--- src/rtl/csr_pkg.sv ---
// Shared CSR constants and response-channel types, used by both the read
// responder and the write-side CSR instances.
package csr_pkg;

  localparam int CSR_WIDTH    = 32;
  localparam int CSR_NUM_REGS = 8;
  localparam int CSR_ADDR_W   = 4;
  localparam int CSR_STS_ADDR = 8;

  typedef enum logic {
    RSP_IDLE = 1'b0,
    RSP_HOLD = 1'b1
  } rsp_state_e;

  typedef struct packed {
    logic [CSR_WIDTH-1:0] data;
    logic                 err;
  } csr_rsp_t;

endpackage

--- src/rtl/csr_sticky.sv ---
// Sticky status register: event bits accumulate every cycle; a clear loads
// only the current events so a pulse coincident with the clear is never lost.
module csr_sticky #(
  parameter int WIDTH = 32
) (
  input  logic             clk,
  input  logic             rstn,
  input  logic [WIDTH-1:0] i_set,
  input  logic             i_clr,
  output logic [WIDTH-1:0] o_q
);

  logic [WIDTH-1:0] r_q;

  always_ff @(posedge clk or negedge rstn) begin
    if (!rstn)      r_q <= '0;
    else if (i_clr) r_q <= i_set;
    else            r_q <= r_q | i_set;
  end

  assign o_q = r_q;

endmodule

--- src/rtl/csr_rd_resp.sv ---
// CSR read responder: one-deep registered response slot with backpressure,
// address decode over the flat CSR bus, and a clear-on-read sticky status.
module csr_rd_resp
  import csr_pkg::*;
#(
  parameter int WIDTH    = CSR_WIDTH,
  parameter int NUM_REGS = CSR_NUM_REGS,
  parameter int ADDR_W   = CSR_ADDR_W,
  parameter int STS_ADDR = CSR_STS_ADDR
) (
  input  logic                      clk,
  input  logic                      rstn,
  input  logic                      req_valid,
  output logic                      req_ready,
  input  logic [ADDR_W-1:0]         req_addr,
  input  logic [NUM_REGS*WIDTH-1:0] csr_flat,
  input  logic [WIDTH-1:0]          sts_set,
  output logic                      rsp_valid,
  input  logic                      rsp_ready,
  output logic [WIDTH-1:0]          rsp_data,
  output logic                      rsp_err,
  output logic [WIDTH-1:0]          sts_q
);

  localparam int IDX_W = (NUM_REGS > 1) ? $clog2(NUM_REGS) : 1;
  localparam int SLOTS = 1 << IDX_W;

  rsp_state_e       r_state;
  logic             r_live;
  logic             r_rsp_valid;
  logic [WIDTH-1:0] r_rsp_data;
  logic             r_rsp_err;

  logic [WIDTH-1:0] w_regs [SLOTS];
  logic             w_accept;
  logic             w_is_csr;
  logic             w_is_sts;
  logic [WIDTH-1:0] w_sts_q;
  csr_rsp_t         w_rd;

  // Pad the register view to a power of two so the index mux never goes out of range.
  for (genvar g = 0; g < SLOTS; g++) begin : g_slot
    if (g < NUM_REGS) begin : g_reg
      assign w_regs[g] = csr_flat[g*WIDTH +: WIDTH];
    end else begin : g_pad
      assign w_regs[g] = '0;
    end
  end

  assign w_is_csr = (req_addr < ADDR_W'(NUM_REGS));
  assign w_is_sts = (req_addr == ADDR_W'(STS_ADDR));

  always_comb begin
    w_rd.data = '0;
    w_rd.err  = 1'b1;
    if (w_is_csr) begin
      w_rd.data = w_regs[req_addr[IDX_W-1:0]];
      w_rd.err  = 1'b0;
    end else if (w_is_sts) begin
      w_rd.data = w_sts_q;
      w_rd.err  = 1'b0;
    end
  end

  // r_live keeps req_ready low through reset and rises on the first edge after it.
  assign req_ready = r_live & ((r_state == RSP_IDLE) | rsp_ready);
  assign w_accept  = req_valid & req_ready;

  csr_sticky #(.WIDTH(WIDTH)) u_sts (
    .clk   (clk),
    .rstn  (rstn),
    .i_set (sts_set),
    .i_clr (w_accept & w_is_sts),
    .o_q   (w_sts_q)
  );

  always_ff @(posedge clk or negedge rstn) begin
    if (!rstn) begin
      r_state     <= RSP_IDLE;
      r_live      <= 1'b0;
      r_rsp_valid <= 1'b0;
      r_rsp_data  <= '0;
      r_rsp_err   <= 1'b0;
    end else begin
      r_live <= 1'b1;
      case (r_state)
        RSP_IDLE: begin
          if (w_accept) begin
            r_state     <= RSP_HOLD;
            r_rsp_valid <= 1'b1;
            r_rsp_data  <= w_rd.data;
            r_rsp_err   <= w_rd.err;
          end
        end
        RSP_HOLD: begin
          // An accept in HOLD implies rsp_ready, so the old response drains this edge.
          if (w_accept) begin
            r_rsp_data <= w_rd.data;
            r_rsp_err  <= w_rd.err;
          end else if (rsp_ready) begin
            r_state     <= RSP_IDLE;
            r_rsp_valid <= 1'b0;
          end
        end
        default: begin
          r_state     <= RSP_IDLE;
          r_rsp_valid <= 1'b0;
        end
      endcase
    end
  end

  assign rsp_valid = r_rsp_valid;
  assign rsp_data  = r_rsp_data;
  assign rsp_err   = r_rsp_err;
  assign sts_q     = w_sts_q;

endmodule

--- config.mk ---
export PLATFORM = sky130hd
export DESIGN_NAME = csr_rd_resp
export DESIGN_NICKNAME = d
export VERILOG_FILES = /design/src/rtl/csr_pkg.sv /design/src/rtl/csr_sticky.sv /design/src/rtl/csr_rd_resp.sv
export SDC_FILE = /design/constraint.sdc
export NUM_CORES = 1
export LEC_CHECK = 0
export ABC_CLOCK_PERIOD_IN_PS = 3000
export BUFFER_PORTS_ARGS = -buffer_cell sky130_fd_sc_hd__buf_2
export CAP_MARGIN = 10
export CORE_AREA = 2 2 139 141
export CTS_CLUSTER_SIZE = 40
export DETAILED_ROUTE_END_ITERATION = 10
export DIE_AREA = 0 0 141 143
export HOLD_SLACK_MARGIN = 0.1
export SETUP_SLACK_MARGIN = 0.1
export SYNTH_ARGS = -nofsm -noshare
export SYNTH_HDL_FRONTEND = slang
export SYNTH_HIERARCHICAL = 1
export SYNTH_SLANG_ARGS = --single-unit
--- constraint.sdc ---
create_clock -name clk -period 3 [get_ports clk]
set_input_delay 0.45 -clock clk [delete_from_list [all_inputs] [get_ports clk]]
set_output_delay 0.45 -clock clk [all_outputs]
set_load 0.03 [all_outputs]
==> reports/qor.txt, run 1 <==
final setup skew: 0.006145 ns
Peak VDD IR: 226.8 µV
syn_nets: 574
final core occ: 36.03%
Placed Area: 6399 µm²
Reg2Reg Depth: 5
Tot GR Track Use: 17.50%
Final Hold Fails: 0
EDFF count, synth: 0
final period utilization: 73.85%
CTS buffer count: 9
DR iter-0 viols: 294
Synth Area in XOR/XNOR: 0%
Non-Filler Instances: 871
ANT nets after route: 0
# rows: 50
TritonCTS clock tree: built
largest net degree at the start of global routing: 69
R2R Path End: rsp_data[13]$_DFFE_PN0P_
Synth Flop Type: dfrtp_1
RSZ-0062 raised after global routing: false
worst hold path class: input pin to asynchronous set/reset pin
DR DRC count: 0
Chip Width: 141 µm
CP Data Required Time: 3.27 ns
crit-path cells: nor2b_1 > nor4b_4 > buf_4 > a22o_1 > a221o_1
design area: 6694 µm²
Die Area: 20,160 µm²
max_slew headroom: 33.30%
main combinational cell family by area after synthesis: multiplexers
Port Buffers: 362
final setup vio count: 0
critical path launch point type: flop
Final Max Slew Viols: 0
synthesis-to-finish area growth: 53.12%
placed cell count: 854
register area share after synthesis: 38.92%
Die Y-Extent: 143 µm
status: finished, final reports clean
setup repair bufs after CTS: 0
DP HPWL: 14,520 µm
# nets final: 927
Syn Area/Cell: 15.73 µm²
cts repair resizes: 0
Crit. End Element: flop
Synth area leaders: dfrtp_1 39%, mux4_2 24%, mux4_1 10%
Critical R2R Launch: r_state$_DFF_PN0_
H-tree depth: 3
slowest stage delay, CP: 0.88 ns
Synth Instances: 278
initial antenna violation count: 2
FF+latch count, synth: 68
flop2flop setup slack: 0.78 ns
vias in the first global route: 4,457
synthesized-area fraction occupied by adder cells: 0%
max_cap viols: 0
Final min period: 2.216 ns
Post-Synth Simple-Gate Area: 2.089%
drt wl/cell: 20.63 µm
Synth warnings: 6
number of top-level pins: 363
P_leak: 3.159 nW
Max Fclk: 0.4514 GHz
Initial DRT Pass Iterations: 4
Initial Utilization: 23.53%
Syn Std Cell Area: 4372 µm²
cell with the most instances after synthesis: dfrtp_1
PwrDens: 444.0 nW/µm²
clock sink count: 68
CP max FO: 18
Worst-path clk slew: 0.06 ns
clk buf depth: 2
GPL Wtd Cong: 0.8415
final wirelength: 17,970 µm
WHS: 0.2444 ns
Unique masters post-synth: 27
critical path class: flop to flop
Synth top area share: 38.92%
layout cells sized above 1: 69.34%
hold_buf cts: 0
Clock Tree Root: clkbuf_16
Worst EP arrival: 2.49 ns
Vias: 4,374
GRT Residual Overflow: 0
CORE AREA: 18,580 µm²
Synth Area in Compound Gates: 19.63%
TNS Setup: 0 ns
first-pass GRT wire length: 26,210 µm
post-synthesis mux area share: 34.43%
Worst path slowest cell: nor4b_4
asr flop ratio synth: 100.0%
worst-margin pin slew: 0.9963 ns
clock latency on the worst-skew pair: 0.33 ns
via/cell ratio: 5.022
Commonest cells post-synth: 68 x dfrtp_1, 47 x mux4_2, 32 x a221o_1, 32 x a22o_1, 30 x a21o_1
top cell type by total area after synthesis: dfrtp_1
-- flip-flops by register name, indices dropped and copies added (netlist names) --
| signal | cells |
|---|---|
| rsp_valid | 1 |
| u_sts/o_q | 32 |
| r_state | 1 |
| r_live | 1 |
| rsp_err | 1 |
| rsp_data | 32 |
-- cell usage in the layout, fill, tap and decap left out, types with 2 or more instances in the layout --
cell type	netlist	final
a22o_1	32	32
buf_12	2	2
buf_2	5	360
buf_4	0	9
a21o_1	30	30
clkinvlp_4	0	3
clkinv_2	0	3
mux4_2	47	47
mux4_1	17	17
dfrtp_1	68	68
clkbuf_16	0	9
a21oi_1	2	2
a21o_2	2	2
a221o_1	32	32
nand2_1	5	5
nor2_1	3	3
-- power by group --
group / internal, mW / switching, mW
clock network: 0.639 / 0.423
registers: 1.01 / 0.0511
logic: 0.416 / 0.437
total: 2.06 / 0.911
-- critical path, delay by kind of cell, from the launching register on --
| family | cells | cell delay [ns] |
|---|---|---|
| and+or+nand+nor | 2 | 1.08 |
| DFF | 1 | 0.38 |
| AOI/OAI and AO/OA | 2 | 0.27 |
| buffers and inverters | 1 | 0.40 |
-- worst max-delay path by stage --
stage / from / cells past startpoint / end / slack (ns)
finish: r_state$_DFF_PN0_ / 5 / rsp_data[13]$_DFFE_PN0P_ / 0.78
floorplan: req_addr[1] / 5 / rsp_data[14]$_DFFE_PN0P_ / 1.10
global placement: req_addr[0] / 5 / rsp_data[17]$_DFFE_PN0P_ / 0.59
global route: r_state$_DFF_PN0_ / 5 / rsp_data[31]$_DFFE_PN0P_ / 0.66
detailed placement: req_addr[0] / 5 / rsp_data[18]$_DFFE_PN0P_ / 0.59
CTS: r_state$_DFF_PN0_ / 5 / rsp_data[11]$_DFFE_PN0P_ / 0.76
-- routing by layer --
metal  global-route usage (%)  vias to the layer above  routed length [µm]
met5                        0                        -                  13
met2                    29.50                      244                9235
li1                         -                     1936                   -
met1                    21.90                     2172                6903
met3                    5.164                       20                1508
met4                    5.053                        2                 310
-- layout make-up --
cell class | count | area [µm²]
multi-input cells | 179 | 2487
flip-flops and latches | 68 | 1702
well taps | 234 | 292.8
repair buffers | 371 | 1909
diodes | 1 | 2.502
clock buffers | 9 | 225.2
fillers | 1831 | 11890
inverters | 2 | 7.507
clock inverters | 7 | 67.56
-- metrics by stage --
step / power [mW] / setup WS [ns]
final: 2.972 / 0.7844
after global routing: 3.119 / 0.6582
after CTS: 3.011 / 0.7588
after detailed placement: 1.934 / 0.5896
after global placement: 1.924 / 0.5909
after floorplan: 1.557 / 1.103
-- cell families after synthesis --
group | after synthesis
other | 1
AOI/OAI and AO/OA | 99
and+or+nand+nor | 15
muxes | 64
buffers and inverters | 31
DFF | 68
No activity file was read; power rests on OpenSTA's default activity.
==> inputs of run 2 (changes only) <==
- ABC_CLOCK_PERIOD_IN_PS: 3000 -> 1900
- clock period: 3 -> 1.9 ns (I/O delays scaled with it)
==> run 2 against run 1 <==
  * Sequential power grew 58%
  * Routed wire length up 5.0%
  * Sequential cell count is the same
  * Clock skew decreased by 0.00068 ns
  * Total power increased by 59%
==> reports/qor.txt, run 2 (same netlist as run 1, synthesis figures left out) <==
Final Hold Fails: 0
clock latency on the worst-skew pair: 0.34 ns
Port Buffers: 362
drt wl/cell: 21.39 µm
final setup vio count: 0
Worst EP arrival: 1.92 ns
crit path from: r_state$_DFF_PN0_
GRT Residual Overflow: 0
vias in the first global route: 4,690
DR DRC count: 0
Vias: 4,439
TNS Setup: 0 ns
worst-margin pin slew: 0.6944 ns
largest net degree at the start of global routing: 40
DP HPWL: 15,150 µm
Total Power: 4.719 mW
Critical R2R Launch: r_state$_DFF_PN0_
Crit path max-delay family: simple AND/OR/NAND/NOR gates
TritonCTS clock tree: built
# nets final: 937
final wirelength: 18,860 µm
register area: 1702 µm²
clk buf depth: 2
CP Data Required Time: 2.17 ns
Crit. End Element: flop
Chip Width: 141 µm
Die Area: 20,160 µm²
GPL Wtd Cong: 0.9063
critical path launch point type: flop
clock sink count: 68
Peak VDD IR: 323.1 µV
final core occ: 36.93%
Final min period: 1.642 ns
multi-input logic area: 2487 µm²
max_cap viols: 0
status: finished, final reports clean
Final Max Slew Viols: 0
number of top-level pins: 363
setup repair bufs after CTS: 0
H-tree depth: 3
Worst-path clk slew: 0.06 ns
commonest non-fill, non-tap cells in the layout: 360 x buf_2, 68 x dfrtp_1, 47 x mux4_2, 32 x a22o_1, 32 x a221o_1
CP max FO: 20
final setup skew: 0.005469 ns
CTS buffer count: 9
Tot GR Track Use: 18.31%
DR iter-0 viols: 247
Initial Utilization: 23.53%
via/cell ratio: 5.033
first-pass GRT wire length: 27,630 µm
cts repair resizes: 0
commonest non-fill, non-tap cell in the layout: buf_2
# rows: 50
final period utilization: 86.44%
Clock Tree Root: clkbuf_16
layout cells sized above 1: 69.66%
crit-path cells: nor2b_1 > buf_4 > nor4b_4 > buf_12 > a22o_1 > a221o_1
max_slew headroom: 53.64%
initial antenna violation count: 3
worst hold start: sts_set[3]
P_leak: 3.233 nW
RSZ-0062 raised after global routing: false
PwrDens: 687.8 nW/µm²
CORE AREA: 18,580 µm²
Max Fclk: 0.6089 GHz
worst hold path class: input pin to flop
Initial DRT Pass Iterations: 4
synthesis-to-finish area growth: 56.95%
ANT nets after route: 0
slowest stage delay, CP: 0.39 ns
Worst path slowest cell: dfrtp_1
Die Y-Extent: 143 µm
crit path buf inv count: 2
critical path class: flop to flop
WHS: 0.1236 ns
filler instances: 1,835
## run 2: cell types whose count changed in the layout (fill, tap and decap cells not counted), sizes merged
cell and change:
buf +9, diode +1, dlygate4sd3 +1
## run 2: timing repair
| item | CTS | global route |
|---|---|---|
| setup endpoints to repair | 0 | 0 |
| hold endpoints to repair | 36 | 0 |
| hold buffers | 1 | 0 |
## run 2: layout make-up
type,instances,share of cell area (%)
diodes,2,0.07294
clock buffers,9,3.282
clock inverters,7,0.9847
inverters,2,0.1094
multi-input cells,179,36.25
flip-flops and latches,68,24.80
well taps,234,4.267
repair buffers,381,30.23
## run 2: path summary, 6_finish.rpt
path / cells past startpoint / end / slack [ns]
min: 2 / u_sts/o_q[3]$_DFF_PN0_ / 0.12
max in group asynchronous: 3 / u_sts/o_q[19]$_DFF_PN0_ / 0.86
min in group asynchronous: 2 / rsp_data[3]$_DFFE_PN0P_ / 0.46
min reg2reg: 1 / rsp_valid$_DFFE_PN0P_ / 0.47
max: 6 / rsp_data[3]$_DFFE_PN0P_ / 0.26
max reg2reg: 6 / rsp_data[3]$_DFFE_PN0P_ / 0.26
## run 2: metal layers
metal / global-route usage, % / share of wire (%) / up-vias
li1: - / - / 1960
met1: 22.11 / 38 / 2215
met2: 31.68 / 52 / 233
met3: 5.332 / 7.8 / 29
met4: 5.737 / 2.2 / 2
met5: 0 / 0.069 / -
## run 2: stage by stage
stage / cells / setup slack [ns] / instance area [µm²]
global placement: 863 / 0.05292 / 6554
finish: 882 / 0.2576 / 6862
floorplan: 278 / 0.1681 / 4372
detailed placement: 863 / 0.04069 / 6554
global route: 881 / 0.1065 / 6859
CTS: 880 / 0.2346 / 6857
## run 2: power breakdown
part / internal, mW / total [mW] / switching, mW
logic: 0.684 / 1.37 / 0.690
registers: 1.59 / 1.67 / 0.0845
clock network: 1.01 / 1.67 / 0.664
total: 3.28 / 4.72 / 1.44
